### src/rtl/ps2_host_tx_pkg.sv
// ps2_host_tx_pkg: shared PS/2 host transmitter types, command constants and frame builder
package ps2_host_tx_pkg;

  typedef enum logic [2:0] {IDLE, INHIBIT, REQ, DATA, ACK, WAIT_IDLE} ps2_tx_state_t;

  localparam logic [7:0] PS2_CMD_SET_LEDS = 8'hED;
  localparam logic [7:0] PS2_CMD_ECHO     = 8'hEE;
  localparam logic [7:0] PS2_CMD_RESET    = 8'hFF;
  localparam logic [7:0] PS2_RESP_ACK     = 8'hFA;

  // {stop, odd parity, data}; shifted out from bit 0 upward
  function automatic logic [9:0] ps2_frame(input logic [7:0] b);
    return {1'b1, ~^b, b};
  endfunction

endpackage

### src/rtl/ps2_host_tx_line_sync.sv
// ps2_line_sync: 2-FF synchronizer for PS/2 clock and data pins plus a clock falling-edge strobe
module ps2_line_sync (
  input  logic clock,
  input  logic reset_n,
  input  logic clock_in,
  input  logic data_in,
  output logic clock_sync,
  output logic data_sync,
  output logic fall
);
  logic [1:0] clk_ff;
  logic [1:0] dat_ff;
  logic       clk_prev;
  // idle PS/2 lines are high, so every stage resets to 1 to avoid a false fall after reset
  always_ff @(posedge clock) begin
    if (!reset_n) begin
      clk_ff   <= 2'b11;
      dat_ff   <= 2'b11;
      clk_prev <= 1'b1;
    end else begin
      clk_ff   <= {clk_ff[0], clock_in};
      dat_ff   <= {dat_ff[0], data_in};
      clk_prev <= clk_ff[1];
    end
  end
  assign clock_sync = clk_ff[1];
  assign data_sync  = dat_ff[1];
  assign fall       = clk_prev & ~clk_ff[1];
endmodule

### src/rtl/ps2_host_tx.sv
// ps2_host_tx: PS/2 host-to-device command transmitter; define PS2_TX_AUTO_RETRY_EN to retry failed frames
module ps2_host_tx
  import ps2_host_tx_pkg::*;
#(
  parameter int INHIBIT_CYCLES = 6000,
  parameter int TIMEOUT_CYCLES = 750000
`ifdef PS2_TX_AUTO_RETRY_EN
  , parameter int MAX_RETRY    = 2
`endif
) (
  input  logic       clock,
  input  logic       reset_n,
  input  logic       ps2_clock_in,
  input  logic       ps2_data_in,
  output logic       ps2_clock_oe,
  output logic       ps2_data_oe,
  input  logic [7:0] tx_data,
  input  logic       tx_valid,
  output logic       tx_ready,
  output logic       tx_done,
  output logic       tx_error,
  output logic       rx_block
);
  localparam int CW = $clog2((INHIBIT_CYCLES > TIMEOUT_CYCLES ? INHIBIT_CYCLES : TIMEOUT_CYCLES) + 1);
  localparam logic [CW-1:0] INH_LAST = CW'(INHIBIT_CYCLES - 1);
  localparam logic [CW-1:0] TO_LAST  = CW'(TIMEOUT_CYCLES - 1);

  ps2_tx_state_t state;
  logic [CW-1:0] cnt;
  logic [3:0]    bitcnt;
  logic [9:0]    frame;
  logic          nack;
  logic          clk_s, dat_s, fall;
  logic          timeout, idle_ok, ending, err, retry_now;

  ps2_line_sync u_sync (
    .clock      (clock),
    .reset_n    (reset_n),
    .clock_in   (ps2_clock_in),
    .data_in    (ps2_data_in),
    .clock_sync (clk_s),
    .data_sync  (dat_s),
    .fall       (fall)
  );

  // frame termination: watchdog expiry while the device owns the clock, or bus idle after the ack slot
  always_comb begin
    timeout = (state inside {REQ, DATA, ACK, WAIT_IDLE}) && !fall && cnt == TO_LAST;
    idle_ok = state == WAIT_IDLE && clk_s && dat_s;
    ending  = timeout || idle_ok;
    err     = timeout || nack;
  end

`ifdef PS2_TX_AUTO_RETRY_EN
  logic [7:0] retry;
  assign retry_now = ending && err && retry < 8'(MAX_RETRY);
  // attempts used for the current byte; cleared whenever the transmitter is idle
  always_ff @(posedge clock) begin
    if (!reset_n || state == IDLE) retry <= '0;
    else if (retry_now) retry <= retry + 8'd1;
  end
`else
  assign retry_now = 1'b0;
`endif

  // transmit FSM with registered pin enables and handshake outputs
  always_ff @(posedge clock) begin
    tx_done <= 1'b0;
    if (!reset_n) begin
      state        <= IDLE;
      cnt          <= '0;
      bitcnt       <= '0;
      frame        <= '0;
      nack         <= 1'b0;
      ps2_clock_oe <= 1'b0;
      ps2_data_oe  <= 1'b0;
      tx_ready     <= 1'b1;
      tx_error     <= 1'b0;
      rx_block     <= 1'b0;
    end else if (retry_now) begin
      state        <= INHIBIT;
      cnt          <= '0;
      ps2_clock_oe <= 1'b1;
      ps2_data_oe  <= 1'b0;
    end else if (ending) begin
      state        <= IDLE;
      ps2_clock_oe <= 1'b0;
      ps2_data_oe  <= 1'b0;
      tx_ready     <= 1'b1;
      rx_block     <= 1'b0;
      tx_done      <= 1'b1;
      tx_error     <= err;
    end else begin
      case (state)
        IDLE: if (tx_valid) begin
          frame        <= ps2_frame(tx_data);
          state        <= INHIBIT;
          cnt          <= '0;
          ps2_clock_oe <= 1'b1;
          tx_ready     <= 1'b0;
          rx_block     <= 1'b1;
        end
        INHIBIT: if (cnt == INH_LAST) begin
          state        <= REQ;
          cnt          <= '0;
          ps2_clock_oe <= 1'b0;
          ps2_data_oe  <= 1'b1;
        end else cnt <= cnt + 1'b1;
        default: if (fall) begin
          cnt <= '0;
          if (state == REQ) begin
            ps2_data_oe <= ~frame[0];
            bitcnt      <= 4'd1;
            state       <= DATA;
          end else if (state == DATA) begin
            ps2_data_oe <= ~frame[bitcnt];
            bitcnt      <= bitcnt + 4'd1;
            if (bitcnt == 4'd9) state <= ACK;
          end else if (state == ACK) begin
            nack  <= dat_s;
            state <= WAIT_IDLE;
          end
        end else cnt <= cnt + 1'b1;
      endcase
    end
  end
endmodule

### config.mk
export PLATFORM = sky130hd
export DESIGN_NAME = ps2_host_tx
export DESIGN_NICKNAME = d
export VERILOG_FILES = /design/src/rtl/ps2_host_tx_pkg.sv /design/src/rtl/ps2_host_tx_line_sync.sv /design/src/rtl/ps2_host_tx.sv
export SDC_FILE = /design/constraint.sdc
export NUM_CORES = 1
export LEC_CHECK = 0
export ABC_AREA = 1
export ABC_CLOCK_PERIOD_IN_PS = 2600
export BUFFER_PORTS_ARGS = -buffer_cell sky130_fd_sc_hd__buf_2
export CAP_MARGIN = 20
export CORE_MARGIN = 2
export CORE_UTILIZATION = 45
export DETAILED_ROUTE_END_ITERATION = 6
export RECOVER_POWER = 25
export SLEW_MARGIN = 20
export SYNTH_ARGS = -nofsm -noshare
export SYNTH_HDL_FRONTEND = slang
export SYNTH_SLANG_ARGS = --single-unit
### constraint.sdc
create_clock -name clock -period 2.6 [get_ports clock]
set_clock_uncertainty 0.15 [all_clocks]
set_input_delay 0.52 -clock clock [delete_from_list [all_inputs] [get_ports clock]]
set_output_delay 0.52 -clock clock [all_outputs]
set_load 0.01 [all_outputs]
==> run_results.csv <==
group,metric,value,unit
detailed_routing,post_drt_wl_per_cell,12.8,µm
setup_path,cp-end-kind,"flop",
setup_path,path_max_fanout,8,
power_and_ir_drop,p_clk_frac,0.236,
setup_path,cp_slowest_cell,"dfxtp_1",
yosys,synth-edff-count,0,
sta,period_minus_slack,2230,ps
clock_tree,cts_buffers,5,
grt,globalRouteOverflowTotal,0,
finish,fin_nets,440,
finish,final_common_cell,"nand2_1",
setup_path,cpMostUsedCell,"nor2_1",
power_and_ir_drop,power_frac_comb,0.298,
sta,final_max_slew_viol_count,0,
power_and_ir_drop,switching_share,0.372,
power_and_ir_drop,power_frac_seq,0.466,
yosys,yosysWarnings,0,
setup_path,reg2reg_slack,370,ps
placement,io_buffers,18,
hold_path,min-delay-start,"ps2_clock_in",
run_status,status,"finished clean",
clock_tree,root_buffer,"clkbuf_8",
power_and_ir_drop,p_leak,1.12,nW
yosys,ys.flop_type,"dfxtp_1",
job,max_cap_violations,0,
placement,preCtsSetupSlack,388,ps
grt,grt_max_degree,18,
clock_tree,cts_tree,"yes",
finish,final_util,0.517,
sta,fin_hold_ws,248,ps
clock_tree,htree_num_levels,2,
clock_tree,path_clk_slew,100,ps
setup_path,cp_data_required_time,2650,ps
clock_tree,clk_latency,300,ps
grt,track_usage,0.215,
detailed_routing,viasPerCell,5.07,
finish,drive_gt1_frac,0.0894,
sta,worst_slack,368,ps
hold_path,whs_endpoint,"u_sync.clk_ff[0]",
yosys,synth_top_cell_by_area,"dfxtp_1",
sta,max_freq,0.448,GHz
clock_tree,cts.sinks,49,
clock_tree,cts_setup_buffers,0,
power_and_ir_drop,peakVddDrop,0.351,mV
yosys,ys_seq_area_frac,0.374,
setup_path,path_buf_inv,2,
setup_path,r2r_end,"cnt[12]",
floorplan,die_x,80.4,µm
sta,slew_headroom,0.543,
sta,final-hold-violation-count,0,
clock_tree,clk_path_buf_depth,2,
yosys,yosysUniqueCellTypes,29,
finish,synthToLayoutAreaGrowth,9.82,%
finish,final_cell_mix,"89 x nand2_1, 65 x nor2_1, 49 x inv_1, 49 x dfxtp_1, 28 x nand3_1",
sta,post-route-period-util,0.859,
detailed_routing,drtIter0Drc,131,
placement,placedCellCount,489,
finish,diodes,0,
power_and_ir_drop,p_per_area,678,nW/µm²
grt,grt_pass1_vias,2343,
placement,place_congestion,0.871,
setup_path,path_class,"reg2reg",
clock_tree,cts_hold_buf,0,
yosys,synth.top_cell.area_share,0.374,
detailed_routing,drt-total-wl,6.35,mm
sta,worstMarginPinSlew,686,ps
detailed_routing,dr_total_vias,2518,
grt,grt_pass1_wl,10.8,mm
setup_path,cp_data_arrival_time,2280,ps
sta,grt_setup_unrepaired,"false",
sta,setup_viol,0,
detailed_routing,dr.pass1.iters,4,
yosys,synth_area_leaders,"dfxtp_1 37%, nand2_1 13%, nor2_1 9.2%",
placement,dpl.hpwl,4.81,mm
hold_path,hp-class,"in2reg",
floorplan,num_io_pins,19,
grt,grt_antenna_before_repair,0,
hold_path,whs_path_depth,2,
finish,final_cells,497,
power_and_ir_drop,p_sw,728,µW
yosys,avgSynthCellArea,6.54,µm²
yosys,ys_seq_elements,49,
clock_tree,ctsResizeCount,0,
setup_path,start_kind,"flop",
setup_path,rr_startpoint,"cnt[1]",
detailed_routing,drcViolationCount,0,
yosys,syn_inst,401,
yosys,synthArstFlopShare,0,
floorplan,die_h,80.4,µm
floorplan,start_util,0.471,
setup_path,crit_path_cell_trace,"ha_1 > inv_2 > nor2_2 > inv_1 > nor2_1 > nand3_2 > a21oi_2 > nand2_1 > nand2_2 > nor2_1",
sta,fin_tns_setup,0,ps
floorplan,placeableCoreArea,5570,µm²
detailed_routing,ant_nets,0,
setup_path,slowest_delay,370,ps
setup_path,critPathTopFamily,"simple AND/OR/NAND/NOR gates",
yosys,syn_area,2620,µm²
power_and_ir_drop,internal_power,1.23,mW
setup_path,r2r_cells,10,
yosys,synth_nets,417,
floorplan,rows,27,
floorplan,dieArea,6460,µm²
[power by group through the flow]
stage	clock [mW]	sequential, mW	combinational, mW
2_1_floorplan	0	0.921	0.441
3_3_place_gp	0	0.928	0.591
3_5_place_dp	0	0.929	0.597
4_1_cts	0.471	0.911	0.600
5_1_grt	0.498	0.925	0.674
6_report	0.461	0.911	0.582
[cell type report]
class,instances,area (µm²)
clock buffer,6,72.6
clock inverter,2,15.0
fill,594,2690
inverter,52,195
multi-input combinational,293,1410
sequential,49,981
tap,72,90.1
timing repair buffer,23,115
[cell families after synthesis]
group,Yosys count,synth area share
xor+xnor,14,0.0467
buf+inv,59,0.0868
flops,49,0.374
simple gates,216,0.355
fa+ha+maj,3,0.0143
compound gates,60,0.123
[how the worst max path moves through the flow]
| stage | start | to | slack, ps | cells past startpoint |
|---|---|---|---|---|
| final | cnt[1] | cnt[12] | 370 | 10 |
| after floorplan | cnt[0] | cnt[11] | 760 | 10 |
| after CTS | cnt[1] | cnt[11] | 380 | 10 |
| after global placement | cnt[5] | cnt[17] | 460 | 9 |
| after detailed placement | cnt[1] | cnt[11] | 390 | 10 |
| after global routing | cnt[1] | cnt[12] | 90 | 10 |
[sequential cells by signal, summed over array words and instances (netlist names), 2 cells and up]
signal,flops
bitcnt,4
cnt,20
frame,10
state,3
u_sync.clk_ff,2
u_sync.dat_ff,2
[routing by layer]
metal,vias up,GRT usage,part of all wire
met3,10,0.0337,0.032
met5,-,0,0
met1,1134,0.265,0.46
met4,0,0.0797,0.020
met2,43,0.375,0.49
li1,1331,-,-
[per-stage QoR]
stage / area [µm²] / total power, mW
2_1_floorplan: 2620 / 1.36
3_3_place_gp: 2810 / 1.52
3_5_place_dp: 2810 / 1.53
4_1_cts: 2900 / 1.98
5_1_grt: 2880 / 2.10
6_report: 2880 / 1.95
[synth_stat cells (4+ instances only)]
master and count:
a21oi_1 27, clkbuf_1 4, dfxtp_1 49, inv_1 49, nand2_1 89, nand3_1 28, nand4_1 10, nor2_1 64
nor3_1 9, o21ai_0 21, or2_2 6, xnor2_1 6, xor2_1 8
Note: power is estimated with default switching activity, not from simulation.
